--- config.mk ---
export PLATFORM = sky130hd
export DESIGN_NAME = instruction_fetch_queue
export DESIGN_NICKNAME = d
export VERILOG_FILES = /design/src/rtl/instruction_fetch_queue.sv
export SDC_FILE = /design/constraint.sdc
export NUM_CORES = 1
export LEC_CHECK = 0
export ABC_AREA = 1
export CORE_MARGIN = 2
export CORE_UTILIZATION = 24
export DETAILED_ROUTE_END_ITERATION = 8
export MAX_ROUTING_LAYER = met4
export SETUP_SLACK_MARGIN = 0.3
export SYNTH_ARGS = -nofsm -noshare
export SYNTH_HDL_FRONTEND = slang
export SYNTH_SLANG_ARGS = --single-unit
--- constraint.sdc ---
create_clock -name clock -period 3.2 [get_ports clock]
set_clock_uncertainty 0.05 [all_clocks]
set_input_delay 0.64 -clock clock [delete_from_list [all_inputs] [get_ports clock]]
set_output_delay 0.64 -clock clock [all_outputs]
set_load 0.01 [all_outputs]
--- src/rtl/instruction_fetch_queue.sv ---
// instruction_fetch_queue: in-order fetch with a PC-tagged FIFO to decode and redirect flush (optional FETCH_PERF_CNT_EN perf counters)
module instruction_fetch_queue #(
  parameter int PC_WIDTH = 8,
  parameter int INST_WIDTH = 8,
  parameter int DEPTH = 4,
  parameter logic [PC_WIDTH-1:0] RESET_PC = '0
) (
  input  logic                  clock,
  input  logic                  reset,
  input  logic                  redirect_valid,
  input  logic [PC_WIDTH-1:0]   redirect_pc,
  output logic                  imem_req,
  output logic [PC_WIDTH-1:0]   imem_addr,
  input  logic                  imem_rvalid,
  input  logic [INST_WIDTH-1:0] imem_rdata,
  output logic                  inst_valid,
  input  logic                  inst_ready,
  output logic [INST_WIDTH-1:0] inst_data,
  output logic [PC_WIDTH-1:0]   inst_pc
`ifdef FETCH_PERF_CNT_EN
  ,
  output logic [15:0]           stall_cycles,
  output logic [7:0]            flush_count
`endif
);
  localparam int AW = $clog2(DEPTH);
  localparam int CW = AW + 1;
  localparam logic [CW:0] SLOTS = (CW+1)'(DEPTH);
  logic [PC_WIDTH-1:0] fetch_pc, resp_pc;
  logic [CW-1:0] count, outstanding, drop_cnt;
  logic [AW-1:0] wr_ptr, rd_ptr;
  logic [INST_WIDTH-1:0] data_mem [DEPTH];
  logic [PC_WIDTH-1:0] pc_mem [DEPTH];
  logic resp, push, pop;
  // responses with nothing outstanding are stale leftovers from before reset
  assign resp = imem_rvalid && (outstanding != '0);
  assign push = resp && (drop_cnt == '0) && !redirect_valid;
  assign pop = inst_valid && inst_ready && !redirect_valid;
  assign imem_req = reset && !redirect_valid && ({1'b0, count} + {1'b0, outstanding} < SLOTS);
  assign imem_addr = fetch_pc;
  assign inst_valid = count != '0;
  assign inst_data = data_mem[rd_ptr];
  assign inst_pc = pc_mem[rd_ptr];
  // fetch/response PCs, occupancy, in-flight and drop bookkeeping; redirect overrides all
  always_ff @(posedge clock or negedge reset) begin
    if (!reset) begin
      fetch_pc <= RESET_PC;
      resp_pc <= RESET_PC;
      count <= '0;
      outstanding <= '0;
      drop_cnt <= '0;
      wr_ptr <= '0;
      rd_ptr <= '0;
    end else begin
      outstanding <= outstanding + CW'(imem_req) - CW'(resp);
      if (redirect_valid) begin
        fetch_pc <= redirect_pc;
        resp_pc <= redirect_pc;
        drop_cnt <= outstanding - CW'(resp);
        count <= '0;
        wr_ptr <= '0;
        rd_ptr <= '0;
      end else begin
        if (imem_req) fetch_pc <= fetch_pc + PC_WIDTH'(1);
        if (resp && drop_cnt != '0) drop_cnt <= drop_cnt - CW'(1);
        if (push) resp_pc <= resp_pc + PC_WIDTH'(1);
        if (push) wr_ptr <= wr_ptr + AW'(1);
        if (pop) rd_ptr <= rd_ptr + AW'(1);
        count <= count + CW'(push) - CW'(pop);
      end
    end
  end
  // FIFO storage; cleared on reset so the head reads zero
  always_ff @(posedge clock or negedge reset) begin
    if (!reset) begin
      for (int i = 0; i < DEPTH; i++) begin
        data_mem[i] <= '0;
        pc_mem[i] <= '0;
      end
    end else if (push) begin
      data_mem[wr_ptr] <= imem_rdata;
      pc_mem[wr_ptr] <= resp_pc;
    end
  end
`ifdef FETCH_PERF_CNT_EN
  // saturating stall and flush counters
  always_ff @(posedge clock or negedge reset) begin
    if (!reset) begin
      stall_cycles <= '0;
      flush_count <= '0;
    end else begin
      if (!inst_valid && !redirect_valid && stall_cycles != '1) stall_cycles <= stall_cycles + 16'd1;
      if (redirect_valid && flush_count != '1) flush_count <= flush_count + 8'd1;
    end
  end
`endif
endmodule
==> metrics.md <==
| Metric | Value |
|---|---|
| Status | finished, final reports clean |
| HP Class | in2async |
| Endpoints failing setup | 0 |
| Max VDD drop | 285 µV |
| Diodes inserted | 0 |
| Pre-antenna DRT Iters | 5 |
| Worst reg-to-reg setup slack | between 0.8 and 0.9 ns |
| Placer congestion estimate | between 0.7 and 0.8 |
| Drt via density | approximately 4.2 |
| DRC violations left | 0 |
| Vias | roughly 3600 |
| Internal power | roughly 2.8 mW |
| CP endpoint kind | output port |
| Kind of critical path | reg2out |
| Max Root-Sink Buffers | 2 |
| Worst path cell trace | clkinvlp_4 > buf_12 > o21ai_0 > o22ai_1 > clkdlybuf4s50_1 |
| Sequential power share | 0.378 |
| Cell area after layout | 5710 µm² |
| Initial antenna violation count | 0 |
| Leakage Power | 2.65 nW |
| Core Area | ~19000 µm² |
| Startpoint Class | register |
| Total Wirelength | approximately 11 mm |
| Synth warn | 0 |
| Period utilization | 0.854 |
| Syn_nets | between 500 and 600 |
| Die W | about 140 µm |
| Hold Violations, Final | 0 |
| Sw Share | 0.367 |
| Worst-path clk slew | approximately 0.06 ns |
| Antenna Nets Post-Route | 0 |
| Initial DRC Count | between 200 and 250 |
| Area occupied by registers | around 2300 µm² |
| Initial core utilization | 0.245 |
| CTS buffer count | 9 |
| Non-filler instance count after layout | between 800 and 900 |
| Unrepaired setup endpoints after global routing | false |
| Total setup buffers inserted after CTS | 0 |
| H-tree levels | 3 |
| Fmax | between 0.3 and 0.4 GHz |
| Layout cells sized above 1 | 0.116 |
| Post-Syn Instances | ~540 |
| Die area | 21000 µm² |
| Cell Area, Synth | approximately 4800 µm² |
| Area delta synth->final | 20.0% |
| Later-pin clock latency in the skew report | 0.34 ns |
| Final #Nets | between 600 and 700 |
| Largest net degree at the start of global routing | 71 |
| Max Transition Viols Final | 0 |
| Fillers | a little over 2000 |
| Max_slew headroom | 0.417 |
| Die H | roughly 140 µm |
| Gr ovfl total | 0 |
| Worst stage delay on the critical path | roughly 0.59 ns |
| Synthesized flop and latch total | 93 |
| Commonest non-fill, non-tap cell in the layout | nand2_1 |
| Placed cell areas | about 5400 µm² |
| Reg2reg start | drop_cnt[0] |
| Power density cells | 787 nW/µm² |
| Total track usage | 0.112 |
| Inst Count DP | ~840 |
| Sink Count | slightly above 90 |
| DR WL/cell | 12.5 µm |
| Tightest Pin Transition | 0.874 ns |
| Max Cap Viol | 0 |
| Clock power frac | 0.222 |
| Crit-path slowest cell | clkdlybuf4s50_1 |
| Net Sw Power | around 1.7 mW |
| Io pins | between 40 and 50 |
| Cells on worst reg2reg path | 14 |
| Port Buffer Count | between 40 and 50 |
| Logic pwr share | 0.400 |
| Root Buffer Master | clkbuf_16 |
| WHS | roughly 0.25 ns |
| CP arrival | 2.04 ns |
| Worst-path fanout max | 22 |
| Most frequent cells in the layout | nand2_1, dfrtp_1, nor2_1 |
| Worst EP required | between 2 and 3 ns |
| Mean Syn Cell Area | between 8 and 9 µm² |
| Synth cell types | 30 |
| Reg-to-reg endpoint | count[2] |
| Post-DP HPWL | between 6 and 7 mm |
| Number of global-route vias before repair | roughly 3500 |
| Seq/Total Area, Yosys | 0.489 |
| Min Clock Period, post-route | between 2 and 3 ns |
| Multi-input logic area | roughly 2100 µm² |
| First-pass GRT wire length | roughly 18 mm |
| Setup_tns | 0 ns |
| Num rows | roughly 50 |
| CTS tree | yes |
| Fin util | 0.294 |
-- cell usage after synthesis, drive strengths merged --
library cell,number,area share
nand2,135,0.11
o21ai,111,0.14
dfrtp,93,0.49
nor2,55,0.049
inv,41,0.032
nand3,25,0.029
buf,17,0.035
ha,16,0.042
o22ai,16,0.021
clkbuf,9,0.0071
a21oi,5,0.0053
xor2,5,0.0092
a21boi,3,0.0047
nand4,3,0.0039
xnor2,3,0.0055
fa,2,0.0084
o211ai,2,0.0032
nor3,1,0.0010
nor4,1,0.0013
or2,1,0.0013
-- cell type report --
type	instances	area share
clock inverters	6	0.00832
repair buffers	54	0.0935
multi-input cells	384	0.365
flip-flops and latches	93	0.407
inverters	41	0.0282
well taps	265	0.0580
clock buffers	10	0.0401
-- worst max-delay path, delay by kind of cell, from the launching register on --
| kind | cells | cell delay, ns |
|---|---|---|
| buf+inv | 3 | 0.99 |
| flops | 1 | 0.41 |
| compound gates | 2 | 0.30 |
-- per-layer routing --
metal / routed length [µm] / vias to the layer above / part of all wire / GRT usage
met1: 5370 / 1654 / 0.50 / 0.158
met2: 4640 / 72 / 0.43 / 0.163
met4: 97 / 0 / 0.0091 / 0.0261
met5: 0 / - / 0 / -
li1: - / 1874 / - / -
met3: 578 / 7 / 0.054 / 0.0247
-- flip-flops by register name (all words and copies together) (netlist names) --
register     cells
data_mem        32
pc_mem          32
imem_addr        8
resp_pc          8
count            3
drop_cnt         3
outstanding      3
rd_ptr           2
wr_ptr           2
-- power groups by stage --
stage / Combinational (mW) / Sequential [mW] / Clock, mW
after floorplan: 1.11 / 1.68 / 0
after global placement: 1.80 / 1.71 / 0
after detailed placement: 1.83 / 1.71 / 0
after CTS: 1.83 / 1.70 / 1.04
after global routing: 2.04 / 1.74 / 1.08
final: 1.80 / 1.70 / 0.996
-- worst max path at each step --
| stage | start | end |
|---|---|---|
| 2_1_floorplan | drop_cnt[0] | count[2] |
| 3_3_place_gp | imem_rvalid | outstanding[2] |
| 3_5_place_dp | imem_rvalid | outstanding[2] |
| 4_1_cts | rd_ptr[1] | inst_pc[0] |
| 5_1_grt | rd_ptr[0] | inst_pc[0] |
| 6_report | rd_ptr[0] | inst_pc[5] |
-- cell families after synthesis --
group,Yosys count,synth area share
AOI/OAI and AO/OA,137,0.174
xor gates and xnor gates,8,0.0147
adders and majority gates,18,0.0504
buffers and inverters,67,0.0741
DFF,93,0.489
and+or+nand+nor,221,0.199
-- timing repair --
item / 4_1_cts / 5_1_grt
endpoints found under the setup margin: 2 / 6
cloned: 0 / 0
hold buffers: 0 / 0
resized for setup: 1 / 2
-- stage by stage --
step	total power [mW]	setup slack, ns
after CTS	4.57	0.321
after global placement	3.51	0.371
after floorplan	2.79	0.870
after global routing	4.87	0.303
after detailed placement	3.54	0.316
final	4.49	0.468
(Power assumes the default switching activity.)
